==> src/rtl/matrix_accel_pkg.sv <==
// Shared types and constants for the matrix accelerator sequencer and its datapath.
package matrix_accel_pkg;

  localparam int unsigned KERNEL_SIZE_DEF = 3;
  localparam int unsigned KK              = KERNEL_SIZE_DEF * KERNEL_SIZE_DEF;
  localparam int unsigned REST_ADDR       = KERNEL_SIZE_DEF ** 4;
  localparam int unsigned START_GUARD     = 2;

  typedef enum logic [2:0] {
    IDLE,
    LOAD,
    START,
    WAIT,
    CAPTURE,
    EMIT,
    FINISH
  } seq_state_e;

endpackage

==> src/rtl/matrix_seq_addr_gen.sv <==
// Crossbar AddressSelect generator: (base + pass index) wrapped into the REST_ADDR space.
module matrix_seq_addr_gen #(
  parameter int unsigned REST_ADDR  = matrix_accel_pkg::REST_ADDR,
  parameter int unsigned ADDR_WIDTH = $clog2(REST_ADDR),
  parameter int unsigned PASS_W     = 8
) (
  input  logic [ADDR_WIDTH-1:0] base,
  input  logic [PASS_W-1:0]     pass_idx,
  output logic [ADDR_WIDTH-1:0] addr
);

  localparam int unsigned SUM_W = ((ADDR_WIDTH > PASS_W) ? ADDR_WIDTH : PASS_W) + 1;

  logic [SUM_W-1:0] sum;

  always_comb begin
    sum  = SUM_W'(base) + SUM_W'(pass_idx);
    addr = ADDR_WIDTH'(sum % SUM_W'(REST_ADDR));
  end

endmodule

==> src/rtl/matrix_accel_sequencer.sv <==
// Multi-pass job sequencer for one matrixAccelerator instance.
// Optional performance counters are enabled with MATRIX_SEQ_PERF_EN.
module matrix_accel_sequencer
  import matrix_accel_pkg::*;
#(
  parameter int unsigned DATA_WIDTH     = 32,
  parameter int unsigned KERNEL_SIZE    = KERNEL_SIZE_DEF,
  parameter int unsigned REST_ADDR      = KERNEL_SIZE ** 4,
  parameter int unsigned ADDR_WIDTH     = $clog2(REST_ADDR),
  parameter int unsigned PASS_W         = 8,
  parameter int unsigned TIMEOUT_CYCLES = 64
) (
  input  logic                                   Clk,
  input  logic                                   Rst,
  input  logic                                   cmd_valid,
  output logic                                   cmd_ready,
  input  logic [PASS_W-1:0]                      cmd_passes,
  input  logic [ADDR_WIDTH-1:0]                  cmd_addr_base,
  input  logic                                   cmd_direct,
  input  logic                                   cmd_accumulate,
  input  logic                                   op_valid,
  output logic                                   op_ready,
  output logic [KERNEL_SIZE*KERNEL_SIZE-1:0]     mStart,
  output logic [ADDR_WIDTH-1:0]                  AddressSelect,
  output logic                                   direct,
  input  logic                                   finalReady,
  input  logic signed [DATA_WIDTH-1:0]           finalAccumulate,
  output logic                                   res_valid,
  input  logic                                   res_ready,
  output logic signed [DATA_WIDTH-1:0]           res_data,
  output logic                                   res_last,
  output logic                                   busy,
  output logic                                   done,
`ifdef MATRIX_SEQ_PERF_EN
  output logic                                   timeout_err,
  output logic [31:0]                            perf_busy_cycles,
  output logic [31:0]                            perf_stall_cycles
`else
  output logic                                   timeout_err
`endif
);

  localparam int unsigned NUM_MUL = KERNEL_SIZE * KERNEL_SIZE;
  localparam int unsigned TW      = $clog2(TIMEOUT_CYCLES + 1);
  localparam int unsigned GW      = 2;

  seq_state_e                    state_q, state_d;
  logic [PASS_W-1:0]             passes_q, passes_d;
  logic [PASS_W-1:0]             pass_idx_q, pass_idx_d;
  logic [ADDR_WIDTH-1:0]         base_q, base_d;
  logic [ADDR_WIDTH-1:0]         addr_sel_q, addr_sel_d;
  logic [ADDR_WIDTH-1:0]         addr_nxt;
  logic                          accum_q, accum_d;
  logic                          direct_q, direct_d;
  logic signed [DATA_WIDTH-1:0]  acc_q, acc_d;
  logic signed [DATA_WIDTH-1:0]  res_data_q, res_data_d;
  logic signed [DATA_WIDTH-1:0]  acc_sum;
  logic                          res_last_q, res_last_d;
  logic [GW-1:0]                 guard_q, guard_d;
  logic [TW-1:0]                 tmo_q, tmo_d;
  logic                          timeout_err_q, timeout_err_d;
  logic                          cmd_ready_q, op_ready_q, res_valid_q, busy_q, done_q;
  logic [NUM_MUL-1:0]            mstart_q;
  logic                          last_pass;
  logic                          cmd_fire;

  assign last_pass = (pass_idx_q == passes_q - 1'b1);
  assign cmd_fire  = cmd_valid && cmd_ready_q;
  assign acc_sum   = acc_q + finalAccumulate;

  // Address is computed from the next-cycle base/index so it is valid on LOAD entry.
  matrix_seq_addr_gen #(
    .REST_ADDR  (REST_ADDR),
    .ADDR_WIDTH (ADDR_WIDTH),
    .PASS_W     (PASS_W)
  ) u_addr_gen (
    .base     (base_d),
    .pass_idx (pass_idx_d),
    .addr     (addr_nxt)
  );

  always_comb begin
    state_d       = state_q;
    passes_d      = passes_q;
    pass_idx_d    = pass_idx_q;
    base_d        = base_q;
    accum_d       = accum_q;
    direct_d      = direct_q;
    acc_d         = acc_q;
    res_data_d    = res_data_q;
    res_last_d    = res_last_q;
    guard_d       = guard_q;
    tmo_d         = tmo_q;
    timeout_err_d = timeout_err_q;

    case (state_q)
      IDLE: begin
        if (cmd_fire) begin
          passes_d      = cmd_passes;
          base_d        = cmd_addr_base;
          direct_d      = cmd_direct;
          accum_d       = cmd_accumulate;
          pass_idx_d    = '0;
          acc_d         = '0;
          timeout_err_d = 1'b0;
          state_d       = (cmd_passes == '0) ? FINISH : LOAD;
        end
      end
      LOAD: begin
        if (op_valid && op_ready_q) begin
          guard_d = GW'(START_GUARD);
          tmo_d   = '0;
          state_d = START;
        end
      end
      START: begin
        guard_d = guard_q - 1'b1;
        tmo_d   = tmo_q + 1'b1;
        state_d = WAIT;
      end
      WAIT: begin
        // finalReady lags the multipliers by a register, so the first cycles may be stale.
        if (guard_q != '0) guard_d = guard_q - 1'b1;
        tmo_d = tmo_q + 1'b1;
        if (guard_q == '0 && finalReady) begin
          state_d = CAPTURE;
        end else if (tmo_q == TW'(TIMEOUT_CYCLES - 1)) begin
          timeout_err_d = 1'b1;
          state_d       = FINISH;
        end
      end
      CAPTURE: begin
        if (!accum_q) begin
          res_data_d = finalAccumulate;
          res_last_d = last_pass;
          state_d    = EMIT;
        end else begin
          acc_d = acc_sum;
          if (last_pass) begin
            res_data_d = acc_sum;
            res_last_d = 1'b1;
            state_d    = EMIT;
          end else begin
            pass_idx_d = pass_idx_q + 1'b1;
            state_d    = LOAD;
          end
        end
      end
      EMIT: begin
        if (res_ready && res_valid_q) begin
          if (res_last_q) begin
            state_d = FINISH;
          end else begin
            pass_idx_d = pass_idx_q + 1'b1;
            state_d    = LOAD;
          end
        end
      end
      FINISH:  state_d = IDLE;
      default: state_d = IDLE;
    endcase

    addr_sel_d = (state_d == LOAD && state_q != LOAD) ? addr_nxt : addr_sel_q;
  end

  // Handshake/strobe outputs are registered from the next state so reset drives them all low.
  always_ff @(posedge Clk or negedge Rst) begin
    if (!Rst) begin
      state_q       <= IDLE;
      passes_q      <= '0;
      pass_idx_q    <= '0;
      base_q        <= '0;
      addr_sel_q    <= '0;
      accum_q       <= 1'b0;
      direct_q      <= 1'b0;
      acc_q         <= '0;
      res_data_q    <= '0;
      res_last_q    <= 1'b0;
      guard_q       <= '0;
      tmo_q         <= '0;
      timeout_err_q <= 1'b0;
      cmd_ready_q   <= 1'b0;
      op_ready_q    <= 1'b0;
      res_valid_q   <= 1'b0;
      busy_q        <= 1'b0;
      done_q        <= 1'b0;
      mstart_q      <= '0;
    end else begin
      state_q       <= state_d;
      passes_q      <= passes_d;
      pass_idx_q    <= pass_idx_d;
      base_q        <= base_d;
      addr_sel_q    <= addr_sel_d;
      accum_q       <= accum_d;
      direct_q      <= direct_d;
      acc_q         <= acc_d;
      res_data_q    <= res_data_d;
      res_last_q    <= res_last_d;
      guard_q       <= guard_d;
      tmo_q         <= tmo_d;
      timeout_err_q <= timeout_err_d;
      cmd_ready_q   <= (state_d == IDLE);
      op_ready_q    <= (state_d == LOAD);
      res_valid_q   <= (state_d == EMIT);
      busy_q        <= (state_d != IDLE);
      done_q        <= (state_d == FINISH);
      mstart_q      <= (state_d == START) ? '1 : '0;
    end
  end

  assign cmd_ready     = cmd_ready_q;
  assign op_ready      = op_ready_q;
  assign mStart        = mstart_q;
  assign AddressSelect = addr_sel_q;
  assign direct        = direct_q;
  assign res_valid     = res_valid_q;
  assign res_data      = res_data_q;
  assign res_last      = res_last_q;
  assign busy          = busy_q;
  assign done          = done_q;
  assign timeout_err   = timeout_err_q;

`ifdef MATRIX_SEQ_PERF_EN
  logic [31:0] perf_busy_q, perf_busy_d;
  logic [31:0] perf_stall_q, perf_stall_d;
  logic        stall_now;

  assign stall_now = (state_q == LOAD && !op_valid) || (state_q == EMIT && !res_ready);

  always_comb begin
    perf_busy_d  = perf_busy_q;
    perf_stall_d = perf_stall_q;
    if (state_q == IDLE && cmd_fire) begin
      perf_busy_d  = '0;
      perf_stall_d = '0;
    end else begin
      if (busy_q && perf_busy_q != '1)     perf_busy_d  = perf_busy_q + 1'b1;
      if (stall_now && perf_stall_q != '1) perf_stall_d = perf_stall_q + 1'b1;
    end
  end

  always_ff @(posedge Clk or negedge Rst) begin
    if (!Rst) begin
      perf_busy_q  <= '0;
      perf_stall_q <= '0;
    end else begin
      perf_busy_q  <= perf_busy_d;
      perf_stall_q <= perf_stall_d;
    end
  end

  assign perf_busy_cycles  = perf_busy_q;
  assign perf_stall_cycles = perf_stall_q;
`endif

endmodule

==> config.mk <==
export PLATFORM = sky130hd
export DESIGN_NAME = matrix_accel_sequencer
export DESIGN_NICKNAME = d
export VERILOG_FILES = /design/src/rtl/matrix_accel_pkg.sv /design/src/rtl/matrix_seq_addr_gen.sv /design/src/rtl/matrix_accel_sequencer.sv
export SDC_FILE = /design/constraint.sdc
export NUM_CORES = 1
export LEC_CHECK = 0
export CORE_MARGIN = 4
export CORE_UTILIZATION = 45
export DETAILED_ROUTE_END_ITERATION = 6
export PLACE_DENSITY_LB_ADDON = 0.25
export SLEW_MARGIN = 25
export SYNTH_ARGS = -nofsm -noshare
export SYNTH_HDL_FRONTEND = slang
export SYNTH_SLANG_ARGS = --single-unit
==> constraint.sdc <==
create_clock -name Clk -period 8.6 [get_ports Clk]
set_input_delay 1.72 -clock Clk [delete_from_list [all_inputs] [get_ports Clk]]
set_output_delay 1.72 -clock Clk [all_outputs]
set_load 0.01 [all_outputs]
Yosys cells after proc, flatten, opt, wreduce, memory -nomap -nowiden
Index checks and enable logic that the tools add are counted.
- output and inout bits: 56
- input port bits: 55
- word-level logic and storage cells: 102
- register bits after elaboration: 124
- div/mod/pow operators: 1
- muxes and demuxes: 35
- eq/ne operators: 19
- reductions and logical operators: 22
- add/subtract/negate cells: 6
- operator list (kind ; number):
    $mux W32 ; 4
    $pmux W32 S2 ; 1
    $mux W8 ; 5
    $add A32 B32 Y32 ; 1
    $mux W3 ; 9
    $pmux W8 S3 ; 1
    $mux W7 ; 3
    $pmux W3 S6 ; 1
    $pmux W7 S2 ; 1
    $eq A3 B3 Y1 const B ; 4
    $ne A2 B2 Y1 const B ; 6
    $add A7 B8 Y9 ; 1
    $eq A3 B2 Y1 const B ; 3
    $mod A9 B7 Y9 const B ; 1
    $mux W9 ; 1
    $add A8 B1 Y8 const B ; 1
    $eq A8 B8 Y1 ; 1
    $logic_not A8 Y1 ; 1
    $reduce_bool A2 Y1 ; 4
    $sub A8 B1 Y8 const B ; 1
    $add A7 B1 Y7 const B ; 1
    $eq A7 B6 Y1 const B ; 1
    $eq A3 B1 Y1 const B ; 2
    $logic_not A3 Y1 ; 2
    other kinds (14) ; 27

Logic depth before layout (Yosys ltp)
- depth in word-level cells: 7
- depth in mapped cells: 32
- depth with buffers taken out: 31

Modules after synthesis
From an unflattened synthesis, not the netlist that was laid out.
- cell total of the unflattened synthesis: 892
- area total of the unflattened synthesis: 8126.5 µm²
- modules (own cells, without submodules) (module ; cells each ; times used ; sequential area each (µm²) ; area an instance (µm²)):
    matrix_accel_sequencer ; 716 ; 1 ; 2902.8 ; 6780.3
    matrix_seq_addr_gen ; 176 ; 1 ; 0.0 ; 1346.3

Worst setup path after synthesis
Ideal clock, no wire load.
- path type: input to register
- from: in res_ready
- to: reg addr_sel_q[2], in the netlist AddressSelect[2]
- path buffers: 1
- stages: 26
- arrival time: 7.207 ns
- data required time: 8.531 ns
- path slack: 1.325 ns
- library setup time: 0.069 ns
- cell sequence: nand2_1 o21ai_0 nand2_1 a21oi_1 o221ai_4 o21ai_0 o31ai_1 ha_1 nor2b_4 a221oi_2 nand3_2 or4_1 buf_2 a31oi_1 nor2_1 a211o_2 nor2_1 xnor2_1 inv_1 ha_1 or3_1 a211oi_1 nor3b_1 a221o_1 or4_1 nand3_1
- cells in the longest elaborated chain, start to end: 5
- elaborated cells on any way between the ends: 9
- those cells by class: 1 x add/sub; 1 x div; 1 x eq/ne; 4 x mux; 2 x reduce/logical
- RTL lines (item ; RTL line ; RTL):
    start: declaration ; matrix_accel_sequencer.sv:29 ; input logic res_ready,
    $logic_and A1 B1 Y1 ; matrix_accel_sequencer.sv:150 ; if (res_ready && res_valid_q) begin
    $mux W8 ; matrix_accel_sequencer.sv:150 ;
    $pmux W8 S3 ; matrix_accel_sequencer.sv:96 ; case (state_q)
    via pass_idx_d[5] ; matrix_accel_sequencer.sv:49 ; logic [PASS_W-1:0] pass_idx_q, pass_idx_d;
    $add A7 B8 Y9 ; matrix_seq_addr_gen.sv:17 ; sum = SUM_W'(base) + SUM_W'(pass_idx);
    $mod A9 B7 Y9 ; matrix_seq_addr_gen.sv:18 ; addr = ADDR_WIDTH'(sum % SUM_W'(REST_ADDR));
    end signal: assignment ; matrix_accel_sequencer.sv:193 ; addr_sel_q <= addr_sel_d;
    end: declaration ; matrix_accel_sequencer.sv:51 ; logic [ADDR_WIDTH-1:0] addr_sel_q, addr_sel_d;
The timed path passes the listed nets, and every way through them passes these cells.
A chain may end at the register's enable or synchronous reset.

Worst setup path after layout
Same ends and word-level chain as after synthesis.

==> flow_summary.yaml <==
status:
  run_status: "complete, no violations"
logic_synthesis:
  synth_edf_count: 0
  synthesis.nets: 942
  ys.flop_type: "dfrtp_1"
  ys_ff_latch: 116
  netlist_top_cells_area: "dfrtp_1, ha_1, nand2_1"
  yosysSeqAreaShare_pct: 37.5
  synth_area_sq_um: 7740
  yosysWarnings: 0
  syn_inst: 840
  yosysUniqueCellTypes: 82
  avgSynthCellArea_sq_um: 9.21
  synth_top_cell_area_share_pct: 37.5
  synth-async-reset-ratio_pct: 100
  synth_top_area_cell: "dfrtp_1"
layout:
  stdcell_count: 1172
  layout_common_cells: "nand2_1, dfrtp_1, clkdlybuf4s50_1"
  layout_commonest_cell: "nand2_1"
  drive_above_1_share_pct: 8.19
  area_growth_pct: 24.1
  diodes: 0
  fillCellCount: 1508
  multi_input_area_sq_um: 4550
  final_nets: 1041
  register_area_sq_um: 2900
detailed_routing:
  ant_nets: 0
  remaining_drc_errors: 0
  routedWlPerCell_microns: 16.1
  dr.pass1.iters: 5
  via_per_inst: 5.61
  drt_wl_total_microns: 18900
  drt_first_iter_violations: 329
  vias: 6579
setup_path:
  r2r-end: "AddressSelect[2]$_DFFE_PN0P_"
  regToRegStartpoint: "passes_q[0]$_DFFE_PN0P_"
  r2r_setup_slack_ns: 1.01
  r2r_cells: 28
  arrival_ns: 8.29
  critPathKind: "in2reg"
  worst_setup_path_start_kind: "input pin"
  endpoint_kind: "flop"
  path_max_fanout: 10
  worstPathRequired_ns: 8.96
timing:
  worstMarginPinSlew_ns: 0.905
  finalCriticalPeriod_ns: 7.94
  rsz0062_at_grt: "false"
  setup_violations: 0
  max_freq_ghz: 0.126
  slew_violations: 0
  hold_violations: 0
  max-slew-margin-rel_pct: 39.7
  fin_skew_ns: 0.00824
  finalCritPeriodShare_pct: 92.3
  final.setup.tns_ns: 0
  whs_ns: 0.473
global_routing:
  grt_pass1_wl_microns: 32300
  grt_overflow: 0
  grt_max_degree: 70
  grt_usage_pct: 20.0
  antenna_found_initial: 0
  grt_pass1_vias: 6514
place:
  io_buffers: 110
  place_congestion: 0.904
  dp_hpwl_microns: 13600
  placed_cells: 1140
pwr:
  p_leak_uw: 0.00449
  max-vdd-ir-drop_v: 0.000167
  p_per_area_nw_per_um2: 340
clock_network:
  cts_htree_levels: 4
  clkSinkCount: 116
  post_cts_buffers: 0
  cts_hold_buf: 0
  clk-insertion-delay-late_ns: 0.42
  cts_tree: "built"
  cts-resized-gates: 0
  numCtsBuffers: 17
  cts.path.max_buffers: 2
  root_buffer: "clkbuf_16"
  path_clk_slew_ns: 0.06
min_path:
  hold_path.startpoint: "res_data[5]$_DFFE_PN0P_"
  min_to: "res_data[5]$_DFFE_PN0P_"
  hold_class: "reg2reg"
  hold-path-cell-count: 2
floorplan:
  core-area_sq_um: 16700
  fp.dieArea_sq_um: 19400
  core.rowCount: 47
  die_x_microns: 139
  ios: 111
  initial_core_util_pct: 46.3
  die_height_microns: 139
flow_run:
  max-cap-violations: 0
metrics by stage:
stage	area (sq um)	worst slack, ns	total power [uW]	utilization [%]
6_report	9600	0.665	3270	57.5
3_3_place_gp	9000	0.464	2530	53.9
2_1_floorplan	7740	1.32	2040	-
3_5_place_dp	9010	0.233	2550	53.9
4_1_cts	9600	0.689	3290	57.5
5_1_grt	9600	0.0146	3530	57.5
power breakdown:
group	switching (uW)	leakage (uW)	internal (uW)
clock	254	0.000295	462
sequential	156	0.00142	751
combinational	886	0.00277	757
synth_stat cells, types with 4 or more instances:
master,number
o31ai_1,9
or4_1,5
buf_4,8
o21ai_1,4
a21oi_1,47
nand2b_1,8
dfrtp_1,116
o21ai_0,59
nor2b_1,8
inv_1,26
a31oi_1,6
mux2i_1,31
xnor2_1,26
nor2_1,43
o2111ai_1,4
ha_1,45
a21o_1,20
nand4_1,9
clkbuf_1,26
o21a_1,4
nand2_1,117
a211oi_1,7
or3_1,9
xor2_1,29
nand3b_1,4
nand3_1,24
and3_1,14
nor3_1,15
a22o_1,31
flip-flops by register name, indices dropped and copies added (netlist names), 2 cells and up:
| signal | flops |
|---|---|
| passes_q | 8 |
| base_q | 7 |
| res_data | 32 |
| tmo_q | 7 |
| AddressSelect | 7 |
| pass_idx_q | 8 |
| acc_q | 32 |
| state_q | 3 |
| guard_q | 2 |
per-layer routing:
| metal | vias up | GRT usage [%] | routed length, microns |
|---|---|---|---|
| met5 | - | 0 | 0 |
| met4 | 0 | 6.23 | 389 |
| met3 | 33 | 4.52 | 778 |
| met2 | 130 | 33.3 | 9050 |
| met1 | 3150 | 26.0 | 8630 |
| li1 | 3266 | - | - |
cells by family after synthesis:
group                      after synthesis  share of synthesized area [%]
AOI/OAI and AO/OA                      241                           22.2
xor gates and xnor gates                57                           6.64
adders and majority gates               47                           7.79
buffers and inverters                   67                           3.99
DFF                                    116                           37.5
muxes                                   32                           4.15
and+or+nand+nor                        280                           17.7
area by class of cell:
cell class | instances | area share [%]
Sequential cell | 116 | 30.2
Timing Repair Buffer | 120 | 12.2
Tap cell | 220 | 2.87
Multi-Input combinational cell | 657 | 47.4
Clock buffer | 23 | 5.18
Inverter | 27 | 1.07
Clock inverter | 9 | 1.04
how the worst max path moves through the flow:
stage                   start                            to  slack [ns]  depth (start not counted)
floorplan           res_ready  AddressSelect[2]$_DFFE_PN0P_        1.32                         26
global placement    res_ready  AddressSelect[2]$_DFFE_PN0P_        0.46                         26
detailed placement  res_ready  AddressSelect[2]$_DFFE_PN0P_        0.23                         26
CTS                 res_ready  AddressSelect[2]$_DFFE_PN0P_        0.69                         26
global route        res_ready  AddressSelect[2]$_DFFE_PN0P_        0.01                         26
finish              res_ready  AddressSelect[2]$_DFFE_PN0P_        0.66                         26
critical path, stage by stage:
cell,delay (ns)
clkdlybuf4s50_1,0.52
nand2_1,0.06
o21ai_0,0.27
nand2_1,0.10
a21oi_1,0.30
o221ai_4,0.24
o21ai_0,0.22
o31ai_1,0.15
ha_1,0.45
nor2b_4,0.07
a221oi_2,0.29
nand3_2,0.18
or4_1,0.65
a21o_1,0.27
a31oi_2,0.27
o22a_4,0.22
nor2_1,0.06
xnor2_1,0.22
inv_1,0.12
ha_1,0.20
or3_1,0.35
a211oi_1,0.25
nor3b_1,0.13
a221o_1,0.39
or4_1,0.51
nand3_1,0.07
Note: power is estimated with default switching activity, not from simulation.
